<file path="config.mk">
export PLATFORM = sky130hd
export DESIGN_NAME = readback_snapshot_mux
export DESIGN_NICKNAME = d
export VERILOG_FILES = /design/src/rtl/rpspmc_readback_pkg.sv /design/src/rtl/readback_addr_decode.sv /design/src/rtl/readback_snapshot_mux.sv
export SDC_FILE = /design/constraint.sdc
export NUM_CORES = 1
export LEC_CHECK = 0
export BUFFER_PORTS_ARGS = -buffer_cell sky130_fd_sc_hd__buf_2
export CAP_MARGIN = 10
export CORE_AREA = 3 3 246 248
export DETAILED_ROUTE_END_ITERATION = 8
export DIE_AREA = 0 0 249 251
export GPL_TIMING_DRIVEN = 0
export PLACE_DENSITY = 0.43
export SYNTH_ARGS = -nofsm -noshare
export SYNTH_HDL_FRONTEND = slang
export SYNTH_SLANG_ARGS = --single-unit
</file>
<file path="constraint.sdc">
create_clock -name aclk -period 11 [get_ports aclk]
set_input_delay 0.55 -clock aclk [delete_from_list [all_inputs] [get_ports aclk]]
set_output_delay 0.55 -clock aclk [all_outputs]
set_load 0.02 [all_outputs]
</file>
<file path="src/rtl/rpspmc_readback_pkg.sv">
// Shared constants and types for the PS-side readback snapshot mux.
// Default address map, version words, FSM states and decode kinds.
package rpspmc_readback_pkg;

  localparam logic [31:0] DEF_BASE_ADDR         = 32'd100001;
  localparam logic [31:0] DEF_TIMING_TEST_ADDR  = 32'd101999;
  localparam logic [31:0] DEF_TIMING_RESET_ADDR = 32'd102000;
  localparam logic [31:0] DEF_VERSION_ADDR      = 32'd199997;
  localparam logic [31:0] DEF_VERSION_A         = 32'hEC01_0100;
  localparam logic [31:0] DEF_VERSION_B         = 32'h2025_0301;
  localparam logic [31:0] DEF_UNMAPPED_CODE     = 32'hBAD0_0000;

  typedef enum logic [2:0] {
    IDLE,
    SETTLE,
    CAPTURE,
    HOLD,
    TRACK
  } rb_state_t;

  typedef enum logic [2:0] {
    SEL_CHANNEL,
    SEL_TIMING_TEST,
    SEL_TIMING_RESET,
    SEL_VERSION,
    SEL_UNMAPPED
  } sel_kind_t;

  // 33-bit window test so a base near 2^32 cannot wrap the upper bound.
  function automatic logic in_window(input logic [31:0] a,
                                     input logic [31:0] base,
                                     input int unsigned n);
    logic [32:0] x;
    logic [32:0] lo;
    logic [32:0] hi;
    x  = {1'b0, a};
    lo = {1'b0, base};
    hi = lo + 33'(n);
    return (x >= lo) && (x < hi);
  endfunction

endpackage

</file>
<file path="src/rtl/readback_addr_decode.sv">
// Combinational classification of the settled readback address into a
// decode kind and, for channel addresses, the channel index.
module readback_addr_decode
  import rpspmc_readback_pkg::*;
#(
  parameter int unsigned N_CH              = 8,
  parameter int unsigned IDX_W             = 3,
  parameter logic [31:0] BASE_ADDR         = DEF_BASE_ADDR,
  parameter logic [31:0] TIMING_TEST_ADDR  = DEF_TIMING_TEST_ADDR,
  parameter logic [31:0] TIMING_RESET_ADDR = DEF_TIMING_RESET_ADDR,
  parameter logic [31:0] VERSION_ADDR      = DEF_VERSION_ADDR
) (
  input  logic [31:0]      addr,
  output sel_kind_t        sel_kind,
  output logic [IDX_W-1:0] ch_index
);

  always_comb begin
    sel_kind = SEL_UNMAPPED;
    ch_index = IDX_W'(addr - BASE_ADDR);
    if (addr == TIMING_RESET_ADDR)
      sel_kind = SEL_TIMING_RESET;
    else if (addr == TIMING_TEST_ADDR)
      sel_kind = SEL_TIMING_TEST;
    else if (addr == VERSION_ADDR)
      sel_kind = SEL_VERSION;
    else if (in_window(addr, BASE_ADDR, N_CH))
      sel_kind = SEL_CHANNEL;
  end

  // Overlapping special addresses still decode by priority, but are flagged.
  if (TIMING_RESET_ADDR == TIMING_TEST_ADDR ||
      TIMING_RESET_ADDR == VERSION_ADDR ||
      TIMING_TEST_ADDR == VERSION_ADDR ||
      in_window(TIMING_RESET_ADDR, BASE_ADDR, N_CH) ||
      in_window(TIMING_TEST_ADDR, BASE_ADDR, N_CH) ||
      in_window(VERSION_ADDR, BASE_ADDR, N_CH)) begin : g_overlap
    $warning("readback_addr_decode: readback addresses overlap");
  end

endmodule

</file>
<file path="src/rtl/readback_snapshot_mux.sv">
// GPIO readback mux with address-settle qualification, coherent A/B pair
// capture, freeze/track mode, capture tag and a PS-visible cycle counter.
module readback_snapshot_mux
  import rpspmc_readback_pkg::*;
#(
  parameter int unsigned   N_CH              = 8,
  parameter int unsigned   DW                = 32,
  parameter logic [31:0]   BASE_ADDR         = DEF_BASE_ADDR,
  parameter logic [31:0]   TIMING_TEST_ADDR  = DEF_TIMING_TEST_ADDR,
  parameter logic [31:0]   TIMING_RESET_ADDR = DEF_TIMING_RESET_ADDR,
  parameter logic [31:0]   VERSION_ADDR      = DEF_VERSION_ADDR,
  parameter logic [DW-1:0] VERSION_A         = DW'(DEF_VERSION_A),
  parameter logic [DW-1:0] VERSION_B         = DW'(DEF_VERSION_B),
  parameter int unsigned   SETTLE_CYC        = 4,
  parameter bit            FREEZE            = 1'b0,
  parameter logic [DW-1:0] UNMAPPED_CODE     = DW'(DEF_UNMAPPED_CODE)
) (
  input  logic               aclk,
  input  logic               aresetn,
  input  logic [31:0]        config_addr,
  input  logic [N_CH*DW-1:0] rb_a,
  input  logic [N_CH*DW-1:0] rb_b,
  output logic [DW-1:0]      gpio_dataA,
  output logic [DW-1:0]      gpio_dataB,
  output logic               rb_valid,
  output logic [15:0]        rb_seq
);

  localparam int unsigned IDX_W = (N_CH > 1) ? $clog2(N_CH) : 1;
  localparam int unsigned CNT_W = (SETTLE_CYC > 1) ? $clog2(SETTLE_CYC) : 1;

  if (SETTLE_CYC < 1) begin : g_bad_settle
    $error("readback_snapshot_mux: SETTLE_CYC must be >= 1");
  end

  rb_state_t        state, state_n;
  logic [31:0]      addr_q;
  logic [CNT_W-1:0] cnt;
  logic [31:0]      cyc_cnt;

  logic             load_addr;
  logic             cnt_inc;
  logic             do_load;
  logic             first_cap;

  sel_kind_t        sel_kind;
  logic [IDX_W-1:0] ch_index;
  logic [DW-1:0]    dec_a, dec_b;
  logic [DW-1:0]    a_words [N_CH];
  logic [DW-1:0]    b_words [N_CH];

  for (genvar k = 0; k < N_CH; k++) begin : g_unpack
    assign a_words[k] = rb_a[k*DW +: DW];
    assign b_words[k] = rb_b[k*DW +: DW];
  end

  readback_addr_decode #(
    .N_CH              (N_CH),
    .IDX_W             (IDX_W),
    .BASE_ADDR         (BASE_ADDR),
    .TIMING_TEST_ADDR  (TIMING_TEST_ADDR),
    .TIMING_RESET_ADDR (TIMING_RESET_ADDR),
    .VERSION_ADDR      (VERSION_ADDR)
  ) u_decode (
    .addr     (addr_q),
    .sel_kind (sel_kind),
    .ch_index (ch_index)
  );

  always_comb begin
    dec_a = UNMAPPED_CODE;
    dec_b = DW'(addr_q);
    case (sel_kind)
      SEL_CHANNEL: begin
        dec_a = a_words[ch_index];
        dec_b = b_words[ch_index];
      end
      SEL_TIMING_RESET: begin
        dec_a = '0;
        dec_b = '0;
      end
      SEL_TIMING_TEST: begin
        dec_a = DW'(cyc_cnt);
        dec_b = gpio_dataA;
      end
      SEL_VERSION: begin
        dec_a = VERSION_A;
        dec_b = VERSION_B;
      end
      default: ;
    endcase
  end

  // An address change always wins, including on the capture edge.
  always_comb begin
    state_n   = state;
    load_addr = 1'b0;
    cnt_inc   = 1'b0;
    do_load   = 1'b0;
    first_cap = 1'b0;
    case (state)
      IDLE: begin
        load_addr = 1'b1;
        state_n   = SETTLE;
      end
      SETTLE: begin
        if (config_addr != addr_q)
          load_addr = 1'b1;
        else if (cnt == CNT_W'(SETTLE_CYC - 1))
          state_n = CAPTURE;
        else
          cnt_inc = 1'b1;
      end
      CAPTURE: begin
        if (config_addr != addr_q) begin
          load_addr = 1'b1;
          state_n   = SETTLE;
        end else begin
          do_load   = 1'b1;
          first_cap = 1'b1;
          state_n   = FREEZE ? HOLD : TRACK;
        end
      end
      HOLD, TRACK: begin
        if (config_addr != addr_q) begin
          load_addr = 1'b1;
          state_n   = SETTLE;
        end else if (state == TRACK) begin
          do_load = 1'b1;
        end
      end
      default: state_n = IDLE;
    endcase
  end

  always_ff @(posedge aclk) begin
    if (!aresetn)
      state <= IDLE;
    else
      state <= state_n;
  end

  always_ff @(posedge aclk) begin
    if (!aresetn) begin
      addr_q     <= '0;
      cnt        <= '0;
      cyc_cnt    <= '0;
      gpio_dataA <= '0;
      gpio_dataB <= '0;
      rb_valid   <= 1'b0;
      rb_seq     <= '0;
    end else begin
      cyc_cnt <= (do_load && sel_kind == SEL_TIMING_RESET) ? 32'd0 : cyc_cnt + 32'd1;
      if (load_addr) begin
        addr_q   <= config_addr;
        cnt      <= '0;
        rb_valid <= 1'b0;
      end else if (cnt_inc) begin
        cnt <= cnt + 1'b1;
      end
      if (do_load) begin
        gpio_dataA <= dec_a;
        gpio_dataB <= dec_b;
        rb_valid   <= 1'b1;
      end
      if (first_cap)
        rb_seq <= rb_seq + 16'd1;
    end
  end

endmodule
</file>
==> qor.txt, run 1 <==
Post-route cell area -> 16000 um2
WP data required -> 11.34 ns
CTS max path bufs -> 2
Endpoints failing hold -> 0
Nets -> 2353
Share of layout cells above drive strength 1 -> 46.9%
Synth Area per Inst -> 9.81 um2
Post-synth top flop -> dfxtp_1
Post-synth EDFFs -> 0
LEAKAGE -> 7.04 nW
Outcome -> complete, no violations
Initial antenna violation count -> 3
Via Count -> 12500
FILL cells -> 6392
Post-route ant nets -> 0
Count of final setup violators -> 0
Total global-route track usage -> 20.6%
Most frequent cells in the layout -> buf_2 (652), nand2_1 (157), dfxtp_1 (150)
Largest net degree at the start of global routing -> 17
Critical Path End Type -> register
DR pass1 iterations -> 5
Crit path max fanout -> 11
Syn nets -> 1708
WL final -> 66500 um
Worst Hold Class -> input pin to register
Root Buffer -> clkbuf_16
Initial core utilization -> 19.3%
Post-CTS Setup Inserts -> 0
Critical path arrival -> 6.20 ns
Die width -> 249 um
CORE AREA -> 58700 um2
Min Tclk post-route -> 5.87 ns
Vias in the first global route -> 12700
GPL Wtd Cong -> 0.923
Synth unique cells -> 67
Hold_buf cts -> 0
Commonest non-fill, non-tap cell in the layout -> buf_2
Post-CTS Resized -> 0
Port bufs -> 625
Iteration-0 DRC Markers -> 895
Post-route setup TNS -> 0 ns
Yosys warns -> 0
# DRC -> 0
RSZ-0062 raised after global routing -> false
Ys async rst share -> 0%
Synthesized area -> 11300 um2
Io pins -> 627
Kind of critical path -> register to register
Peak supply drop -> 0.000115 V
Num rows -> 89
First-pass GRT wire length -> 92800 um
Worst Tran Pin Value -> 0.969 ns
Area Overhead vs Synth -> 41.7%
Worst-skew pair later-pin latency -> 0.45 ns
Fin crit share -> 53.3%
Total clock buffers created by CTS -> 17
Min Hold Slack -> 0.369 ns
Antenna cell count -> 0
Slew HR -> 35.4%
Inst Count DP -> 2554
Power Dens Cells -> 100 nW/um2
Area after DPL -> 15400 um2
Peak Freq -> 170 MHz
Clk_skew -> 0.0111 ns
CTS tree -> built
Total Power -> 1.61 mW
Post-synthesis sequential area ratio -> 26.5%
Max-slew violation count -> 0
Die Span Y -> 251 um
Non-Filler Instances -> 2586
Die Area -> 62500 um2
Startpoint types -> register
Clock slew at reported path FFs -> 0.07 ns
DP HPWL -> 57500 um
GR Overflow Total -> 0
Via/cell ratio -> 4.81
Post-Synthesis Cells -> 1155
Synthesized flop and latch total -> 150
Htree depth -> 4
Clk sinks -> 150
WL/cell -> 25.7 um
Max Cap Viol -> 0
## worst paths after layout
| check | from | end | slack, ns | cells after the start |
|---|---|---|---|---|
| worst max register to register | addr_q[0] | gpio_dataB[28] | 5.13 | 13 |
| worst min register to register | gpio_dataB[5] | gpio_dataB[5] | 0.46 | 2 |
| worst min-delay path | config_addr[24] | addr_q[24] | 0.37 | 3 |
| worst max-delay path | addr_q[0] | gpio_dataB[28] | 5.13 | 13 |
## cell families after synthesis
group	share of synthesized area, %
flip-flops	26.5
adder cells (fa/ha/maj)	0.873
multiplexers	32.3
XOR/XNOR	5.03
buffers and inverters	5.04
AO/OA/AOI/OAI	14.3
AND/OR/NAND/NOR	16.0
## cell type report
| cell class | instances | area [um2] | share of cell area (%) |
|---|---|---|---|
| multi-input combinational | 890 | 7750 | 48.3 |
| timing repair buffer | 626 | 3140 | 19.6 |
| sequential | 150 | 3000 | 18.7 |
| tap | 773 | 967 | 6.03 |
| buffer | 103 | 526 | 3.27 |
| clock buffer | 23 | 488 | 3.04 |
| clock inverter | 9 | 123 | 0.764 |
| inverter | 12 | 45.0 | 0.281 |
## synth_stat cells (11+ instances only)
master | instances | area share (%)
a21o_1 | 14 | 0.93
a21oi_1 | 61 | 2.7
a31oi_1 | 16 | 0.88
and3_1 | 12 | 0.66
buf_2 | 27 | 1.2
clkbuf_1 | 50 | 1.7
dfxtp_1 | 150 | 27
mux2i_1 | 76 | 6.7
mux4_2 | 128 | 25
nand2_1 | 157 | 5.2
nand3_1 | 52 | 2.3
nand4_1 | 11 | 0.61
nor2_1 | 59 | 2.0
o21ai_0 | 23 | 1.0
o21ai_1 | 17 | 0.75
o22ai_1 | 13 | 0.72
o2bb2ai_1 | 34 | 2.6
or3_1 | 12 | 0.66
xnor2_1 | 12 | 0.93
xor2_1 | 53 | 4.1
## metrics by stage
step	worst slack [ns]	util, %
after CTS	5.06	27.3
after detailed placement	5.09	26.3
after global placement	5.09	26.3
after global routing	4.82	27.3
after floorplan	7.33	-
final	5.13	27.3
## power breakdown
group | internal [mW] | switching (mW) | leakage [nW]
clock | 0.379 | 0.246 | 0.303
sequential | 0.551 | 0.0138 | 1.22
combinational | 0.215 | 0.202 | 5.52
total | 1.14 | 0.462 | 7.04
## critical path, stage by stage, from the launching register on
cell and delay [ns]:
dfxtp_1 0.43, buf_6 0.19, buf_2 0.31, clkbuf_1 0.72, clkinv_1 0.47, clkbuf_1 0.38, ha_1 0.34, xor2_1 0.62
buf_2 0.63, buf_2 0.48, mux2i_1 0.57, o2bb2ai_1 0.26, a211oi_2 0.25, nor2_1 0.06
## state kept, by name, indices dropped and copies added, names as in the netlist
| name | count |
|---|---|
| gpio_dataA | 32 |
| rb_valid | 1 |
| addr_q | 32 |
| cyc_cnt | 32 |
| rb_seq | 16 |
| cnt | 2 |
| gpio_dataB | 32 |
| state | 3 |
## routing by layer
layer	part of all wire [%]	GRT usage (%)	up-vias
met2	50	36.1	392
met1	44	26.8	6297
met5	0.060	0	-
met3	4.8	3.65	35
li1	-	-	5721
met4	1.3	3.60	6
Note: power is estimated with default switching activity, not from simulation.
==> run 2, diff against run 1 <==
Clock period 11 ns to 5.9 ns, I/O delays scaled along.
==> qor.txt, run 2 (synthesis results as in run 1) <==
Outcome -> complete, no violations
Post-route ant nets -> 0 (unchanged)
Total clock buffers created by CTS -> 17 (unchanged)
CTS tree -> built
Io pins -> 627 (unchanged)
Slew HR -> 35.0% (-0.41 points)
WP data required -> 6.24 ns (-5.10 ns)
DR pass1 iterations -> 5 (unchanged)
Endpoints failing hold -> 0 (unchanged)
Nets -> 2351 (-0.085%)
Max Cap Viol -> 0 (unchanged)
Largest net degree at the start of global routing -> 20 (+3)
Worst Tran Pin Value -> 0.976 ns (+0.00622 ns)
Critical path arrival -> 5.64 ns (-0.56 ns)
Most frequent cells in the layout -> buf_2 (652), nand2_1 (157), dfxtp_1 (150)
Post-CTS Resized -> 0 (unchanged)
Crit-path cells -> buf_6 > buf_2 > clkinv_1 > clkbuf_1 > ha_1 > xor2_1 > buf_2 > buf_2 > mux2i_1 > o2bb2ai_1 > a211oi_2 > nor2_1
Post-route setup TNS -> 0 ns (unchanged)
Post-CTS Setup Inserts -> 0 (unchanged)
Power Dens Cells -> 187 nW/um2 (+87%)
First-pass GRT wire length -> 92700 um (-0.10%)
Vias in the first global route -> 12600 (-0.20%)
Hold_buf cts -> 0 (unchanged)
Total Power -> 3.00 mW (+87%)
CTS max path bufs -> 2 (unchanged)
Count of final setup violators -> 0 (unchanged)
Critical R2R Launch -> addr_q[0]
# DRC -> 0 (unchanged)
Max-slew violation count -> 0 (unchanged)
Via/cell ratio -> 4.82 (about the same)
FILL cells -> 6389 (-0.047%)
Non-Filler Instances -> 2584 (-0.077%)
Top Family by Delay on Critical Path -> buffers and inverters
Storage element area -> 3000 um2 (unchanged)
Root Buffer -> clkbuf_16
Die Area -> 62500 um2 (unchanged)
Iteration-0 DRC Markers -> 859 (-4.0%)
Peak Freq -> 189 MHz (+11%)
WL final -> 66400 um (-0.14%)
Buffer and inverter count on the worst path -> 6 (-1)
Critical Path End Type -> register
LEAKAGE -> 7.03 nW (about the same)
Fin crit share -> 89.8% (+36 points)
Antenna cell count -> 0 (unchanged)
Kind of critical path -> register to register
Die Span Y -> 251 um (unchanged)
Clock slew at reported path FFs -> 0.07 ns (about the same)
Initial antenna violation count -> 3 (unchanged)
Startpoint types -> register
Min Tclk post-route -> 5.30 ns (-0.569 ns)
Share of layout cells above drive strength 1 -> 47.0% (+0.052 points)
Area of the multi-input gates -> 7750 um2 (unchanged)
Die width -> 249 um (unchanged)
WL/cell -> 25.7 um (about the same)
Top cell by count, worst path -> buf_2
Crit path launch -> addr_q[0]
Clk_skew -> 0.0115 ns (+0.000370 ns)
Clk sinks -> 150 (unchanged)
GPL Wtd Cong -> 0.923 (unchanged)
GR Overflow Total -> 0 (unchanged)
Crit-path max cell delay -> 0.63 ns (-0.09 ns)
Crit path max fanout -> 19 (+8)
Peak supply drop -> 0.000215 V (+87%)
Commonest non-fill, non-tap cell in the layout -> buf_2
Inst Count DP -> 2554 (unchanged)
RSZ-0062 raised after global routing -> false
Htree depth -> 4 (unchanged)
CORE AREA -> 58700 um2 (unchanged)
Worst Hold Class -> input pin to register
Port bufs -> 625 (unchanged)
Total global-route track usage -> 20.5% (-0.033 points)
DP HPWL -> 57500 um (unchanged)
Hold Crit Start -> config_addr[17]
Via Count -> 12400 (-0.032%)
Worst-skew pair later-pin latency -> 0.45 ns (about the same)
Slowest CP cell -> xor2_1
Initial core utilization -> 19.3% (unchanged)
Num rows -> 89 (unchanged)
Area Overhead vs Synth -> 41.6% (about the same)
run 2: cell types whose count changed in the layout (fill, tap and decap cells not counted), sizes merged:
cell	delta
buf	-1
clkbuf	-1
run 2: worst reg2reg max path, delay by kind of cell (launching register included):
kind / cells / cell delay [ns]
AOI/OAI and AO/OA: 2 / 0.52
buffers and inverters: 6 / 2.66
adders and majority gates: 1 / 0.34
and+or+nand+nor: 1 / 0.06
DFF: 1 / 0.43
xor gates and xnor gates: 1 / 0.63
muxes: 1 / 0.56
run 2: cell type report:
| type | count | share of cell area, % |
|---|---|---|
| plain buffers | 101 | 3.23 |
| clock inverters | 9 | 0.764 |
| well taps | 773 | 6.03 |
| inverters | 12 | 0.281 |
| flip-flops and latches | 150 | 18.7 |
| clock buffers | 23 | 3.04 |
| repair buffers | 626 | 19.6 |
| multi-input cells | 890 | 48.3 |
run 2: through the flow:
| stage | hold slack [ns] | utilization (%) | cell area, um2 | setup slack, ns |
|---|---|---|---|---|
| after detailed placement | 0.446 | 26.3 | 15400 | -0.0135 |
| after CTS | 0.0889 | 27.3 | 16000 | 0.545 |
| after global placement | 0.440 | 26.3 | 15400 | -0.00833 |
| after floorplan | 0.430 | - | 11300 | 2.23 |
| final | 0.116 | 27.3 | 16000 | 0.602 |
| after global routing | 0.119 | 27.3 | 16000 | 0.301 |
run 2: power by group:
group / switching [mW] / total (mW) / leakage, nW / internal, mW
Sequential: 0.0258 / 1.05 / 1.22 / 1.03
Clock: 0.460 / 1.17 / 0.303 / 0.707
Combinational: 0.378 / 0.778 / 5.51 / 0.400
Total: 0.864 / 3.00 / 7.03 / 2.13
run 2: worst paths after layout:
check | slack (ns) | cells past startpoint | endpoint
worst max register to register | 0.60 | 12 | gpio_dataB[28]
worst min-delay path | 0.12 | 3 | addr_q[17]
worst max-delay path | 0.60 | 12 | gpio_dataB[28]
worst min register to register | 0.46 | 2 | gpio_dataB[10]
run 2: routing by layer:
metal  part of all wire (%)  vias to the layer above  track usage, %
met1                     43                     6270            26.8
li1                       -                     5720               -
met2                     50                      414            35.9
met5                  0.060                        -               0
met4                    1.3                        6            3.60
met3                    4.9                       37            3.65
